<file path="src/rtl/uart_tx_io_if.sv">
// CPU IO-bus view of the UART transmitter: decode select, strobes, address, data and serial line.
interface uart_tx_io_if;
    logic        UARTCtrl;
    logic        ioWrite;
    logic        ioRead;
    logic [1:0]  uartAddr;
    logic [15:0] write_data;
    logic [15:0] read_data;
    logic        tx;

    modport master (
        output UARTCtrl, ioWrite, ioRead, uartAddr, write_data,
        input  read_data, tx
    );

    modport slave (
        input  UARTCtrl, ioWrite, ioRead, uartAddr, write_data,
        output read_data, tx
    );
endinterface

</file>
<file path="src/rtl/uart_tx_io.sv">
// Memory-mapped 8N1 UART transmitter with pollable status {ovf, full, busy}.
// Define UART_TX_FIFO_EN for a 4-entry transmit FIFO instead of a single holding register.
module uart_tx_io #(
    parameter int unsigned CLK_FREQ = 23_000_000,
    parameter int unsigned BAUD     = 9600
) (
    input logic         clock,
    input logic         reset,
    uart_tx_io_if.slave bus
);
    localparam int unsigned ClksPerBit = CLK_FREQ / BAUD;
    localparam int unsigned CntW       = $clog2(ClksPerBit);
    localparam logic [CntW-1:0] CntMax = CntW'(ClksPerBit - 1);

    localparam logic [1:0] StIdle  = 2'd0;
    localparam logic [1:0] StStart = 2'd1;
    localparam logic [1:0] StData  = 2'd2;
    localparam logic [1:0] StStop  = 2'd3;

    logic [1:0]      state_q, state_d;
    logic [CntW-1:0] cnt_q, cnt_d;
    logic [2:0]      bit_q, bit_d;
    logic [7:0]      shift_q, shift_d;
    logic            tx_q, tx_d;
    logic            ovf_q, ovf_d;

    logic       wr_req, rd_req, push, pop;
    logic       buf_empty, buf_full, busy;
    logic [7:0] head;
    logic       unused_wdata;

    assign wr_req       = bus.UARTCtrl & bus.ioWrite & (bus.uartAddr == 2'b00);
    assign rd_req       = bus.UARTCtrl & bus.ioRead & (bus.uartAddr == 2'b10);
    // A pop on the same edge frees a slot, so a write to a full buffer still lands.
    assign push         = wr_req & (~buf_full | pop);
    assign unused_wdata = ^bus.write_data[15:8];

`ifdef UART_TX_FIFO_EN
    logic [7:0] mem_q [4];
    logic [1:0] wr_ptr_q, rd_ptr_q;
    logic [2:0] count_q;

    assign buf_empty = (count_q == 3'd0);
    assign buf_full  = (count_q == 3'd4);
    assign head      = mem_q[rd_ptr_q];

    always_ff @(posedge clock) begin
        if (reset) begin
            wr_ptr_q <= 2'd0;
            rd_ptr_q <= 2'd0;
            count_q  <= 3'd0;
        end else begin
            if (push) wr_ptr_q <= wr_ptr_q + 2'd1;
            if (pop)  rd_ptr_q <= rd_ptr_q + 2'd1;
            case ({push, pop})
                2'b10:   count_q <= count_q + 3'd1;
                2'b01:   count_q <= count_q - 3'd1;
                default: count_q <= count_q;
            endcase
        end
    end

    always_ff @(posedge clock) begin
        if (push) mem_q[wr_ptr_q] <= bus.write_data[7:0];
    end
`else
    logic [7:0] hold_q;
    logic       hold_vld_q;

    assign buf_empty = ~hold_vld_q;
    assign buf_full  = hold_vld_q;
    assign head      = hold_q;

    always_ff @(posedge clock) begin
        if (reset) begin
            hold_vld_q <= 1'b0;
        end else if (push) begin
            hold_vld_q <= 1'b1;
        end else if (pop) begin
            hold_vld_q <= 1'b0;
        end
    end

    always_ff @(posedge clock) begin
        if (push) hold_q <= bus.write_data[7:0];
    end
`endif

    always_comb begin
        state_d = state_q;
        cnt_d   = cnt_q;
        bit_d   = bit_q;
        shift_d = shift_q;
        tx_d    = tx_q;
        pop     = 1'b0;
        unique case (state_q)
            StIdle: begin
                tx_d  = 1'b1;
                cnt_d = '0;
                bit_d = 3'd0;
                if (!buf_empty) begin
                    pop     = 1'b1;
                    shift_d = head;
                    state_d = StStart;
                    tx_d    = 1'b0;
                end
            end
            StStart: begin
                if (cnt_q == CntMax) begin
                    cnt_d   = '0;
                    state_d = StData;
                    tx_d    = shift_q[0];
                end else begin
                    cnt_d = cnt_q + 1'b1;
                end
            end
            StData: begin
                if (cnt_q == CntMax) begin
                    cnt_d = '0;
                    if (bit_q == 3'd7) begin
                        state_d = StStop;
                        tx_d    = 1'b1;
                    end else begin
                        bit_d   = bit_q + 3'd1;
                        shift_d = {1'b0, shift_q[7:1]};
                        tx_d    = shift_q[1];
                    end
                end else begin
                    cnt_d = cnt_q + 1'b1;
                end
            end
            StStop: begin
                if (cnt_q == CntMax) begin
                    cnt_d = '0;
                    bit_d = 3'd0;
                    // Chain straight into the next frame when a byte is waiting.
                    if (!buf_empty) begin
                        pop     = 1'b1;
                        shift_d = head;
                        state_d = StStart;
                        tx_d    = 1'b0;
                    end else begin
                        state_d = StIdle;
                        tx_d    = 1'b1;
                    end
                end else begin
                    cnt_d = cnt_q + 1'b1;
                end
            end
            default: begin
                state_d = StIdle;
                tx_d    = 1'b1;
            end
        endcase
    end

    // Overflow set wins over the read-clear on the same edge.
    always_comb begin
        ovf_d = ovf_q;
        if (rd_req) ovf_d = 1'b0;
        if (wr_req && buf_full && !pop) ovf_d = 1'b1;
    end

    always_ff @(posedge clock) begin
        if (reset) begin
            state_q <= StIdle;
            cnt_q   <= '0;
            bit_q   <= 3'd0;
            shift_q <= 8'd0;
            tx_q    <= 1'b1;
            ovf_q   <= 1'b0;
        end else begin
            state_q <= state_d;
            cnt_q   <= cnt_d;
            bit_q   <= bit_d;
            shift_q <= shift_d;
            tx_q    <= tx_d;
            ovf_q   <= ovf_d;
        end
    end

    assign busy          = (state_q != StIdle) | ~buf_empty;
    assign bus.read_data = rd_req ? {13'd0, ovf_q, buf_full, busy} : 16'd0;
    assign bus.tx        = tx_q;
endmodule

</file>
<file path="src/flat_wrapper.sv">
// flat-port wrapper written by rule: the top's interface ports become plain ports
module uart_tx_io_flat 
#(
    parameter int unsigned CLK_FREQ = 23_000_000,
    parameter int unsigned BAUD     = 9600
)
  (clock, reset, bus_UARTCtrl, bus_ioWrite, bus_ioRead, bus_uartAddr, bus_write_data, bus_read_data, bus_tx);
  uart_tx_io_if bus_i ();
  input logic clock;
  input logic reset;
  input wire logic [$bits(bus_i.UARTCtrl)-1:0] bus_UARTCtrl;
  input wire logic [$bits(bus_i.ioWrite)-1:0] bus_ioWrite;
  input wire logic [$bits(bus_i.ioRead)-1:0] bus_ioRead;
  input wire logic [$bits(bus_i.uartAddr)-1:0] bus_uartAddr;
  input wire logic [$bits(bus_i.write_data)-1:0] bus_write_data;
  output wire logic [$bits(bus_i.read_data)-1:0] bus_read_data;
  output wire logic [$bits(bus_i.tx)-1:0] bus_tx;
  assign bus_i.UARTCtrl = bus_UARTCtrl;
  assign bus_i.ioWrite = bus_ioWrite;
  assign bus_i.ioRead = bus_ioRead;
  assign bus_i.uartAddr = bus_uartAddr;
  assign bus_i.write_data = bus_write_data;
  assign bus_read_data = bus_i.read_data;
  assign bus_tx = bus_i.tx;
  uart_tx_io #(.CLK_FREQ(CLK_FREQ), .BAUD(BAUD)) u_core (.clock(clock), .reset(reset), .bus(bus_i));
endmodule
</file>
<file path="config.mk">
export PLATFORM = sky130hd
export DESIGN_NAME = uart_tx_io_flat
export DESIGN_NICKNAME = d
export VERILOG_FILES = /design/src/rtl/uart_tx_io_if.sv /design/src/rtl/uart_tx_io.sv /design/src/flat_wrapper.sv
export SDC_FILE = /design/constraint.sdc
export NUM_CORES = 1
export LEC_CHECK = 0
export ABC_AREA = 1
export BUFFER_PORTS_ARGS = -buffer_cell sky130_fd_sc_hd__clkbuf_2
export CELL_PAD_IN_SITES_DETAIL_PLACEMENT = 0
export CELL_PAD_IN_SITES_GLOBAL_PLACEMENT = 2
export CORE_UTILIZATION = 33
export CTS_BUF_LIST = sky130_fd_sc_hd__clkbuf_16
export DETAILED_ROUTE_END_ITERATION = 10
export PLACE_DENSITY = 0.82
export SYNTH_ARGS = -nofsm -noshare
export SYNTH_HDL_FRONTEND = slang
export SYNTH_SLANG_ARGS = --single-unit
</file>
<file path="constraint.sdc">
create_clock -name clock -period 4.7 [get_ports clock]
set_input_delay 0.94 -clock clock [delete_from_list [all_inputs] [get_ports clock]]
set_output_delay 0.94 -clock clock [all_outputs]
set_load 0.005 [all_outputs]
</file>
Word-level counts from Yosys, hierarchy flattened. Index checks and enable logic that the tools add are counted.

Bits of input ports: 23. Output and inout port bits: 17. Register bits: 36. Word-level logic and storage cells: 75.

Mux-type cells: 32. Bitwise logic cells: 8. $add $sub $neg: 2. Reductions and logical operators: 13. Equal/unequal tests: 12.

Operators with widths (number): $mux W8 (4); $pmux W12 S2 (1); $pmux W8 S3 (1); $add A12 B1 Y12 const B (1); $eq A12 B12 Y1 const B (1); $mux W1 (12); $mux W12 (1); $mux W3 (4); $mux W2 (5); $ne A2 B1 Y1 const B (5); $pmux W3 S3 (1); $pmux W2 S4 (1); $eq A2 B2 Y1 const B (3); $reduce_bool A2 Y1 (3); $and A1 B1 Y1 (5); $reduce_and A5 Y1 (1); $logic_not A2 Y1 (2); $pmux W1 S4 (1); $reduce_and A4 Y1 (1); $add A3 B1 Y3 const B (1); $eq A3 B3 Y1 const B (1); $reduce_and A3 Y1 (1); $reduce_bool A3 Y1 (1); $reduce_or A3 Y1 (1); other kinds (7) (9).

Longest topological paths before layout. Gate-level depths: netlist of the first run.

Depth after elaboration: 6. Gate-level depth with buffers: 10. Depth with buffers taken out: 10.

Worst setup path after synthesis of the first run. No wires, ideal clock.

Path type: input to output. Start point: in bus_uartAddr[0]. End point: out bus_read_data[0]. Buffers on the path: 0. Path slack: 2.502 ns. Data required time: 3.760 ns. Stages: 3. Arrival time: 1.258 ns. Cells stage by stage: inv_1 > nand4_1 > a21oi_1.

Word-level cells in the longest chain between the ends: 3.

RTL lines: start, declared (RTL line flat_wrapper.sv:14) `input wire logic [$bits(bus_i.uartAddr)-1:0] bus_uartAddr;`; $eq A2 B2 Y1 (RTL line uart_tx_io.sv:33) `assign rd_req = bus.UARTCtrl & bus.ioRead & (bus.uartAddr == 2'b10);`; $and A1 B1 Y1 (RTL line uart_tx_io.sv:33); $mux W3 (RTL line uart_tx_io.sv:183) `assign bus.read_data = rd_req ? {13'd0, ovf_q, buf_full, busy} : 16'd0;`; end, declared (RTL line flat_wrapper.sv:16) `output wire logic [$bits(bus_i.read_data)-1:0] bus_read_data;`.

No other way between the ends.

Worst setup path in the final report of the first run. Ends and elaborated chain as after synthesis.

==> flow_summary.yaml, run 1 <==
outcome:
  outcome: "completed"
route:
  wl_met1_um: 1970
  num_vias: 1521
  met2_length_um: 1490
  ant_nets: 0
  drt_pass1_iterations: 4
  wl_per_cell_um: 10.8
  routed_wl_um: 3640
  via_per_inst: 4.51
  wl_met3_um: 121
  drc: 0
  top_layer: "met4"
  drt_iter0_drc: 139
worst_setup_path:
  cpMostUsedCell: "clkbuf_2"
  crit_path_end_kind: "output pin"
  required_ps: 3760
  path_max_fanout: 4
  critPathSlowestCell: "a21oi_1"
  worst_ep_arrival_time_ps: 1510
  r2r-start: "u_core.state_q[0]"
  path_class: "input port to output pin"
  reg2regPathDepth: 7
  r2r-end: "u_core.shift_q[3]"
  cpPeakStageDelay_ps: 170
  start_kind: "input port"
  r2r_setup_slack_ps: 2390
  path_cells: "clkbuf_2, inv_1, nand4_1, a21oi_1, clkbuf_2"
synth:
  ys_seq_elements: 36
  synth.largest_area_cell: "dfxtp_1"
  yosys.cell_types.count: 32
  ys_warn_count: 0
  synthTopCellsByCount: "nand2_1 (46), dfxtp_1 (28), inv_1 (25), nor2_1 (25), a21oi_1 (23)"
  post-synth-top-count-cell: "nand2_1"
  syn_avg_cell_area_um2: 7.88
  synth_area_leaders: "dfxtp_1 (29%), edfxtp_1 (12%), nand2_1 (8.9%)"
  seq_area_frac_synth_pct: 41.3
  ys.flop_type: "dfxtp_1"
  synth.top_cell.area_share_pct: 28.9
  syn-cell-area_um2: 1940
  synthCells: 246
  synth_edf_count: 8
  ys_async_sr_fraction_pct: 0
timing:
  rsz0062_at_grt: "no"
  maxSlewHeadroom_pct: 40.8
  finalClockSkew_ps: 2.93
  drv_slew: 0
  finalHoldViolCount: 0
  period_share_pct: 52.2
  tns_ps: 0
  fmax_mhz: 408
  setup_viol: 0
  worst_slack_ps: 2250
  tightestPinTransition_ps: 888
  period_minus_slack_ps: 2450
pwr:
  p_per_area_nw_per_um2: 427
  p_leak_nw: 0.914
  ir_worst_vdd_mv: 0.156
worst_hold_path:
  whs_endpoint: "u_core.cnt_q[0]"
  holdCritStartpoint: "u_core.cnt_q[0]"
  hp-class: "flop to flop"
  min_path_cells: 1
die:
  pin_count: 40
  num_rows: 27
  dieArea_um2: 6190
  die_h_um: 78.7
  die_width_um: 78.7
  initial_core_util_pct: 34.8
  coreArea_um2: 5570
final_layout:
  multi_input_area_um2: 931
  nNetsFinal: 296
  ff_latch_area_um2: 801
  syn_to_final_growth_pct: 12.4
  diodes: 0
  final.fill_count: 603
  drive_gt1_share_pct: 15.1
global_route:
  grt.total_usage_pct: 13.2
  grt_max_degree: 23
  grt_pass1_wl_um: 6380
  grt_antenna_before_repair: 0
  grt_pass1_vias: 1364
  grt.overflow.total: 0
run:
  cap_violations: 0
clocking:
  hold_buffers: 0
  clockBufferDepth: 2
  cts_tree: "built"
  ctsHtreeMaxLevel: 2
  root_buffer: "clkbuf_16"
  cts.sinks: 36
  cts_resized: 0
  clk_pin_slew_ps: 50
  cts-buffers-inserted: 5
  postCtsSetupBuffers: 0
  insertion_delay_ps: 270
placement:
  place_hpwl_um: 2590
  io_buffers: 18
  post-place-ws_ps: 2240
  place.gp.congestion: 0.739
==> area by class of cell <==
cell class | instances | share of cell area [%]
clock buffers | 5 | 5.74
clock inverters | 3 | 1.72
inverters | 28 | 4.82
multi-input cells | 175 | 42.7
flip-flops and latches | 36 | 36.7
well taps | 72 | 4.13
repair buffers | 18 | 4.13
==> metrics by stage <==
| stage | power (mW) | area (um2) | hold slack [ps] | cells | utilization, % |
|---|---|---|---|---|---|
| after CTS | 0.943 | 2180 | 467 | 337 | 39.1 |
| after global placement | 0.569 | 2020 | 446 | 329 | 36.2 |
| final | 0.930 | 2180 | 461 | 337 | 39.1 |
| after detailed placement | 0.569 | 2020 | 455 | 329 | 36.2 |
| after global routing | 0.997 | 2180 | 487 | 337 | 39.1 |
| after floorplan | 0.539 | 1980 | 430 | 258 | - |
==> routing by layer <==
layer  track usage, %  vias to the layer above
met4             5.56                        0
met5                0                        -
li1                 -                      812
met3             3.14                        6
met1             19.0                      676
met2             18.6                       27
==> registers in the layout, summed over array words and instances, names as in the netlist <==
signal	flops
u_core.ovf_q	1
u_core.bit_q	3
u_core.cnt_q	12
u_core.bus.tx	1
u_core.state_q	2
u_core.head	8
u_core.shift_q	8
u_core.buf_full	1
==> where the power goes <==
part / switching (mW) / internal (mW)
combinational: 0.117 / 0.0739
sequential: 0.0218 / 0.349
clock: 0.122 / 0.246
==> logic make-up after synthesis <==
| group | share of synthesized area [%] |
|---|---|
| DFF | 41.3 |
| and+or+nand+nor | 26.5 |
| other | 0.193 |
| AOI/OAI and AO/OA | 9.55 |
| buffers and inverters | 13.0 |
| adders and majority gates | 5.81 |
| muxes | 3.61 |
==> worst max-delay path: cells and delay by family <==
| family | cells | cell delay, ps |
|---|---|---|
| AOI/OAI and AO/OA | 1 | 170 |
| and+or+nand+nor | 1 | 140 |
| buffers and inverters | 3 | 260 |
==> cells in the final DEF, fill, tap and decap left out, drive strengths merged <==
master and count:
bufinv 1, clkinv 2, nor4 1, nand4 1, dfxtp 28, nor3 6, ha 9, edfxtp 8
or3 1, inv 28, or2 2, conb 13, nand2 47, a21oi 25, o21ai 9, clkbuf 23
nand3b 1, nor2 27, nand3 24, mux2i 7, nor3b 2
==> worst max path at each step <==
| stage | from | end | slack [ps] | cells past startpoint |
|---|---|---|---|---|
| final | bus_uartAddr[0] | bus_read_data[0] | 2250 | 5 |
| after global routing | u_core.state_q[0] | u_core.shift_q[5] | 2090 | 7 |
| after detailed placement | bus_uartAddr[0] | bus_read_data[0] | 2240 | 5 |
| after CTS | bus_uartAddr[0] | bus_read_data[0] | 2230 | 5 |
| after global placement | bus_uartAddr[0] | bus_read_data[0] | 2250 | 5 |
| after floorplan | bus_uartAddr[0] | bus_read_data[0] | 2500 | 3 |
No activity file was read; power rests on OpenSTA's default activity.
==> run 2, diff against run 1 <==
--- a/config.mk
+++ b/config.mk
@@ -5,14 +5,14 @@
 export SDC_FILE = /design/constraint.sdc
 export NUM_CORES = 1
 export LEC_CHECK = 0
-export ABC_AREA = 1
+export ABC_AREA = 0
 export BUFFER_PORTS_ARGS = -buffer_cell sky130_fd_sc_hd__clkbuf_2
 export CELL_PAD_IN_SITES_DETAIL_PLACEMENT = 0
 export CELL_PAD_IN_SITES_GLOBAL_PLACEMENT = 2
-export CORE_UTILIZATION = 33
+export CORE_UTILIZATION = 34
 export CTS_BUF_LIST = sky130_fd_sc_hd__clkbuf_16
 export DETAILED_ROUTE_END_ITERATION = 10
-export PLACE_DENSITY = 0.82
+export PLACE_DENSITY = 0.78
 export SYNTH_ARGS = -nofsm -noshare
 export SYNTH_HDL_FRONTEND = slang
 export SYNTH_SLANG_ARGS = --single-unit
==> constraint.sdc (replaced) <==
create_clock -name clock -period 2.55 [get_ports clock]
set_input_delay 0.51 -clock clock [delete_from_list [all_inputs] [get_ports clock]]
set_output_delay 0.51 -clock clock [all_outputs]
set_load 0.005 [all_outputs]
==> flow_summary.yaml, run 2 <==
route:
  routed_wl_um: 3250
  drt_iter0_drc: 76
  wl_per_cell_um: 11.7
  ant_nets: 0
  num_vias: 1323
  via_per_inst: 4.76
  drc: 0
  drt_pass1_iterations: 4
pwr:
  p_per_area_nw_per_um2: 687
  ir_worst_vdd_mv: 0.370
  p_leak_nw: 0.785
clocking:
  cts-buffers-inserted: 5
  cts_resized: 0
  clockBufferDepth: 2
  postCtsSetupBuffers: 0
  root_buffer: "clkbuf_16"
  cts.sinks: 36
  ctsHtreeMaxLevel: 2
  hold_buffers: 0
  clk_pin_slew_ps: 50
  cts_tree: "built"
  insertion_delay_ps: 270
synth:
  syn-cell-area_um2: 1920
  syn_avg_cell_area_um2: 10.4
  yosys.cell_types.count: 44
  ys.flop_type: "dfxtp_1"
  ys_warn_count: 0
  post-synth-top-count-cell: "dfxtp_1"
  synth.largest_area_cell: "dfxtp_1"
  synthTopCellsByCount: "dfxtp_1 (28), a21oi_1 (16), nor2_1 (16)"
  ys_seq_elements: 36
  ys_async_sr_fraction_pct: 0
  synthCells: 185
  seq_area_frac_synth_pct: 41.7
  synth_edf_count: 8
  synth_area_leaders: "dfxtp_1 (29%), edfxtp_1 (13%), ha_1 (5.9%)"
  synth.top_cell.area_share_pct: 29.2
worst_hold_path:
  min_path_cells: 1
  whs_endpoint: "u_core.head[6]"
  holdCritStartpoint: "bus_write_data[6]"
  hp-class: "input port to flop"
placement:
  io_buffers: 18
  place_hpwl_um: 2280
  dp.cells: 270
  place.gp.congestion: 0.721
die:
  num_rows: 27
  die_h_um: 77.2
  pin_count: 40
  dieArea_um2: 5960
  initial_core_util_pct: 35.1
  coreArea_um2: 5470
  die_width_um: 77.2
timing:
  finalHoldViolCount: 0
  period_minus_slack_ps: 1930
  drv_slew: 0
  hold-worst-slack_ps: 411
  tns_ps: 0
  rsz0062_at_grt: "no"
  setup_viol: 0
  tightestPinTransition_ps: 509
  period_share_pct: 75.8
  maxSlewHeadroom_pct: 66.0
  finalClockSkew_ps: 2.77
  fmax_mhz: 517
final_layout:
  largest_reg_flops: 12
  nNetsFinal: 237
  syn_to_final_growth_pct: 11.4
  multi_input_area_um2: 973
  ff_latch_area_um2: 801
  largest_register: "u_core.cnt_q"
  final.fill_count: 562
  fin_cells: 278
  final_common_cell: "dfxtp_1"
  drive_gt1_share_pct: 21.4
  diodes: 0
  final_cell_mix: "dfxtp_1 (28), clkbuf_2 (18), a21oi_1 (16), nor2_1 (16), conb_1 (13)"
global_route:
  grt_pass1_vias: 1182
  grt_antenna_before_repair: 0
  grt.overflow.total: 0
  grt_max_degree: 21
  grt.total_usage_pct: 11.9
  grt_pass1_wl_um: 5550
run:
  cap_violations: 0
worst_setup_path:
  cpPeakStageDelay_ps: 420
  r2r_setup_slack_ps: 620
  critPathSlowestCell: "or3_1"
  r2r-end: "u_core.state_q[0]"
  cp_top_family: "simple AND/OR/NAND/NOR gates"
  cp-startpoint: "u_core.state_q[0]"
  required_ps: 2740
  path_class: "flop to flop"
  path_cells: "inv_1, ha_1, buf_4, nand2b_1, o21ai_0, or3_1, a211oi_2"
  r2r-start: "u_core.state_q[0]"
  start_kind: "flop"
  crit_path_end_kind: "flop"
  path_max_fanout: 16
  critical_path_buf_inv_count: 2
  worst_ep_arrival_time_ps: 2120
  reg2regPathDepth: 7
outcome:
  outcome: "completed"
run 2: changes by cell type after synthesis, moves of 3 or more:
| cell | previous run | this run |
|---|---|---|
| nand2_1 | 46 | 5 |
| nor2_1 | 25 | 16 |
| inv_2 | 3 | 0 |
| xor2_1 | 0 | 8 |
| a21oi_1 | 23 | 16 |
| nand3_1 | 22 | 6 |
| nor3_1 | 4 | 1 |
| nand2b_1 | 0 | 4 |
| inv_1 | 25 | 5 |
| buf_2 | 0 | 3 |
| nand4_1 | 1 | 5 |
| a311oi_2 | 0 | 7 |
run 2: cell families after synthesis:
logic type | count (synthesis) | share of synthesized area, %
simple gates | 54 | 16.7
compound gates | 43 | 17.8
flops | 36 | 41.7
buf+inv | 26 | 10.0
fa+ha+maj | 9 | 5.86
xor+xnor | 9 | 4.10
mux | 7 | 3.65
other cells | 1 | 0.195
run 2: worst max-delay path by stage:
stage,end,slack [ps],cells after the start
2_1_floorplan,u_core.head[0],690,5
3_3_place_gp,u_core.state_q[0],620,7
3_5_place_dp,u_core.state_q[0],630,7
5_1_grt,u_core.state_q[0],480,7
6_report,u_core.state_q[0],620,7
4_1_cts,u_core.state_q[0],610,7
run 2: where the power goes:
| group | total, mW | switching [mW] | internal [mW] | leakage [nW] |
|---|---|---|---|---|
| sequential | 0.640 | 0.0217 | 0.618 | 0.299 |
| combinational | 0.261 | 0.158 | 0.103 | 0.410 |
| clock | 0.569 | 0.217 | 0.353 | 0.0762 |
run 2: stage by stage:
step	worst slack, ps	utilization [%]	total power [mW]	cell area [um2]
2_1_floorplan	692	-	0.875	1970
5_1_grt	478	39.1	1.55	2140
4_1_cts	610	39.1	1.50	2140
6_report	616	39.1	1.47	2140
3_3_place_gp	617	36.6	0.916	2000
3_5_place_dp	632	36.6	0.915	2000
run 2: area by class of cell:
class	count	area share [%]
multi-input combinational	135	45.5
sequential	36	37.4
clock buffer	5	5.84
timing repair buffer	22	5.61
tap	72	4.21
inverter	5	0.877
clock inverter	3	0.584
run 2: per-layer routing:
layer	share of wire, %	up-vias	GRT usage (%)
met1	50	613	15.5
li1	-	689	-
met3	3.0	4	3.93
met2	45	17	17.8
met4	1.6	0	5.09
met5	0	-	0
==> run 3, diff against run 2 <==
--- a/config.mk
+++ b/config.mk
@@ -9,10 +9,10 @@
 export BUFFER_PORTS_ARGS = -buffer_cell sky130_fd_sc_hd__clkbuf_2
 export CELL_PAD_IN_SITES_DETAIL_PLACEMENT = 0
 export CELL_PAD_IN_SITES_GLOBAL_PLACEMENT = 2
-export CORE_UTILIZATION = 34
+export CORE_UTILIZATION = 31
 export CTS_BUF_LIST = sky130_fd_sc_hd__clkbuf_16
 export DETAILED_ROUTE_END_ITERATION = 10
-export PLACE_DENSITY = 0.78
+export PLACE_DENSITY = 0.75
 export SYNTH_ARGS = -nofsm -noshare
 export SYNTH_HDL_FRONTEND = slang
 export SYNTH_SLANG_ARGS = --single-unit
==> constraint.sdc (replaced) <==
create_clock -name clock -period 1.6 [get_ports clock]
set_input_delay 0.32 -clock clock [delete_from_list [all_inputs] [get_ports clock]]
set_output_delay 0.32 -clock clock [all_outputs]
set_load 0.005 [all_outputs]
==> flow_summary.yaml, run 3 (synthesis gave the netlist of run 2 again) <==
pwr:
  p_per_area_nw_per_um2: 1010
  ir_worst_vdd_mv: 0.544
  p_total_mw: 2.65
  p_leak_nw: 0.996
global_route:
  grt_pass1_vias: 1334
  grt.total_usage_pct: 11.7
  grt_max_degree: 20
  grt_antenna_before_repair: 0
  grt_pass1_wl_um: 5750
  grt.overflow.total: 0
final_layout:
  nNetsFinal: 268
  final_common_cell: "buf_4"
  ff_latch_area_um2: 810
  diodes: 0
  largest_register: "u_core.cnt_q"
  final.fill_count: 576
  drive_gt1_share_pct: 42.2
  syn_to_final_growth_pct: 36.6
  design_area_um2: 2630
  largest_reg_flops: 12
  final_cell_mix: "buf_4 (27), dfxtp_1 (25), clkbuf_2 (18)"
  multi_input_area_um2: 1120
placement:
  place_hpwl_um: 2610
  post_dp_cell_area_um2: 2290
  io_buffers: 18
  post-place-ws_ps: -17.4
  place.gp.congestion: 0.770
clocking:
  cts-buffers-inserted: 5
  root_buffer: "clkbuf_16"
  insertion_delay_ps: 270
  ctsHtreeMaxLevel: 2
  cts_tree: "built"
  clockBufferDepth: 2
  cts.sinks: 36
  clk_pin_slew_ps: 60
timing:
  period_share_pct: 99.4
  worst_slack_ps: 9.08
  drv_slew: 0
  rsz0062_at_grt: "yes"
  period_minus_slack_ps: 1590
  setup_viol: 0
  finalClockSkew_ps: 2.46
  fmax_mhz: 629
  finalHoldViolCount: 0
worst_setup_path:
  worst_ep_arrival_time_ps: 1580
  cp.depth: 6
  r2r_setup_slack_ps: 9
  start_kind: "flop"
  path_class: "flop to flop"
  r2r-start: "u_core.state_q[1]"
  critPathSlowestCell: "dfxtp_4"
  required_ps: 1590
  path_cells: "inv_4, ha_4, nor2b_1, nand4_1, a21oi_4, buf_12"
  cp_top_family: "flip-flops"
  reg2regPathDepth: 6
  cpPeakStageDelay_ps: 380
  critical_path_buf_inv_count: 2
  crit_path_end_kind: "flop"
  path_max_fanout: 8
  cp-startpoint: "u_core.state_q[1]"
worst_hold_path:
  holdCritStartpoint: "bus_write_data[6]"
  hp-class: "input port to flop"
  min_path_cells: 1
route:
  drt_iter0_drc: 52
  num_vias: 1449
  routed_wl_um: 3840
  drc: 0
  wl_per_cell_um: 12.3
  via_per_inst: 4.64
  drt_pass1_iterations: 4
  ant_nets: 0
run:
  cap_violations: 0
die:
  dieArea_um2: 6520
  die_h_um: 80.7
  num_rows: 28
  coreArea_um2: 5960
  initial_core_util_pct: 32.3
  die_width_um: 80.7
  pin_count: 40
outcome:
  outcome: "completed"
## run 3: layout make-up
class,count,area share (%)
Timing Repair Buffer,53,16.6
Multi-Input combinational cell,135,42.7
Sequential cell,36,30.8
Clock buffer,5,4.77
Inverter,5,0.906
Clock inverter,3,0.572
Tap cell,75,3.57
## run 3: where the power goes
| part | total, mW | internal (mW) | switching, mW | leakage (nW) |
|---|---|---|---|---|
| registers | 1.04 | 0.991 | 0.0518 | 0.301 |
| logic | 0.677 | 0.347 | 0.330 | 0.626 |
| clock network | 0.929 | 0.565 | 0.364 | 0.0687 |
## run 3: metrics by stage
step           setup TNS (ps)  cells  hold WS [ps]  util [%]
3_3_place_gp            -72.8    299           464      38.4
4_1_cts                  -433    307           213      40.7
2_1_floorplan               0    197           415         -
5_1_grt                  -628    312           212      44.1
6_report                    0    312           218      44.1
3_5_place_dp             -169    299           456      38.4
## run 3: timing repair
action                                  in CTS  in global routing
hold buffers                                 0                  0
gates resized for setup                      0                 29
hold endpoints to repair                     0                  0
endpoints found under the setup margin      19                 22
cloned                                       0                  2
pin swaps                                    0                 14
setup buffers                                0                  3
## run 3: layer usage
layer	routed length, um	vias to the layer above	global-route usage [%]
li1	-	755	-
met1	1870	679	13.9
met2	1850	11	19.5
met3	74	4	3.03
met4	44	0	5.36
met5	0	-	0
## run 3: worst register-to-register path, stage by stage, from the launching register on
cell	delay [ps]
dfxtp_4	380
inv_4	60
ha_4	250
nor2b_1	110
nand4_1	170
a21oi_4	190
buf_12	140
## run 3: worst paths after layout
kind,to
setup reg to reg,u_core.head[7]
setup / recovery,u_core.head[7]
hold reg to reg,u_core.ovf_q
hold / removal,u_core.head[6]
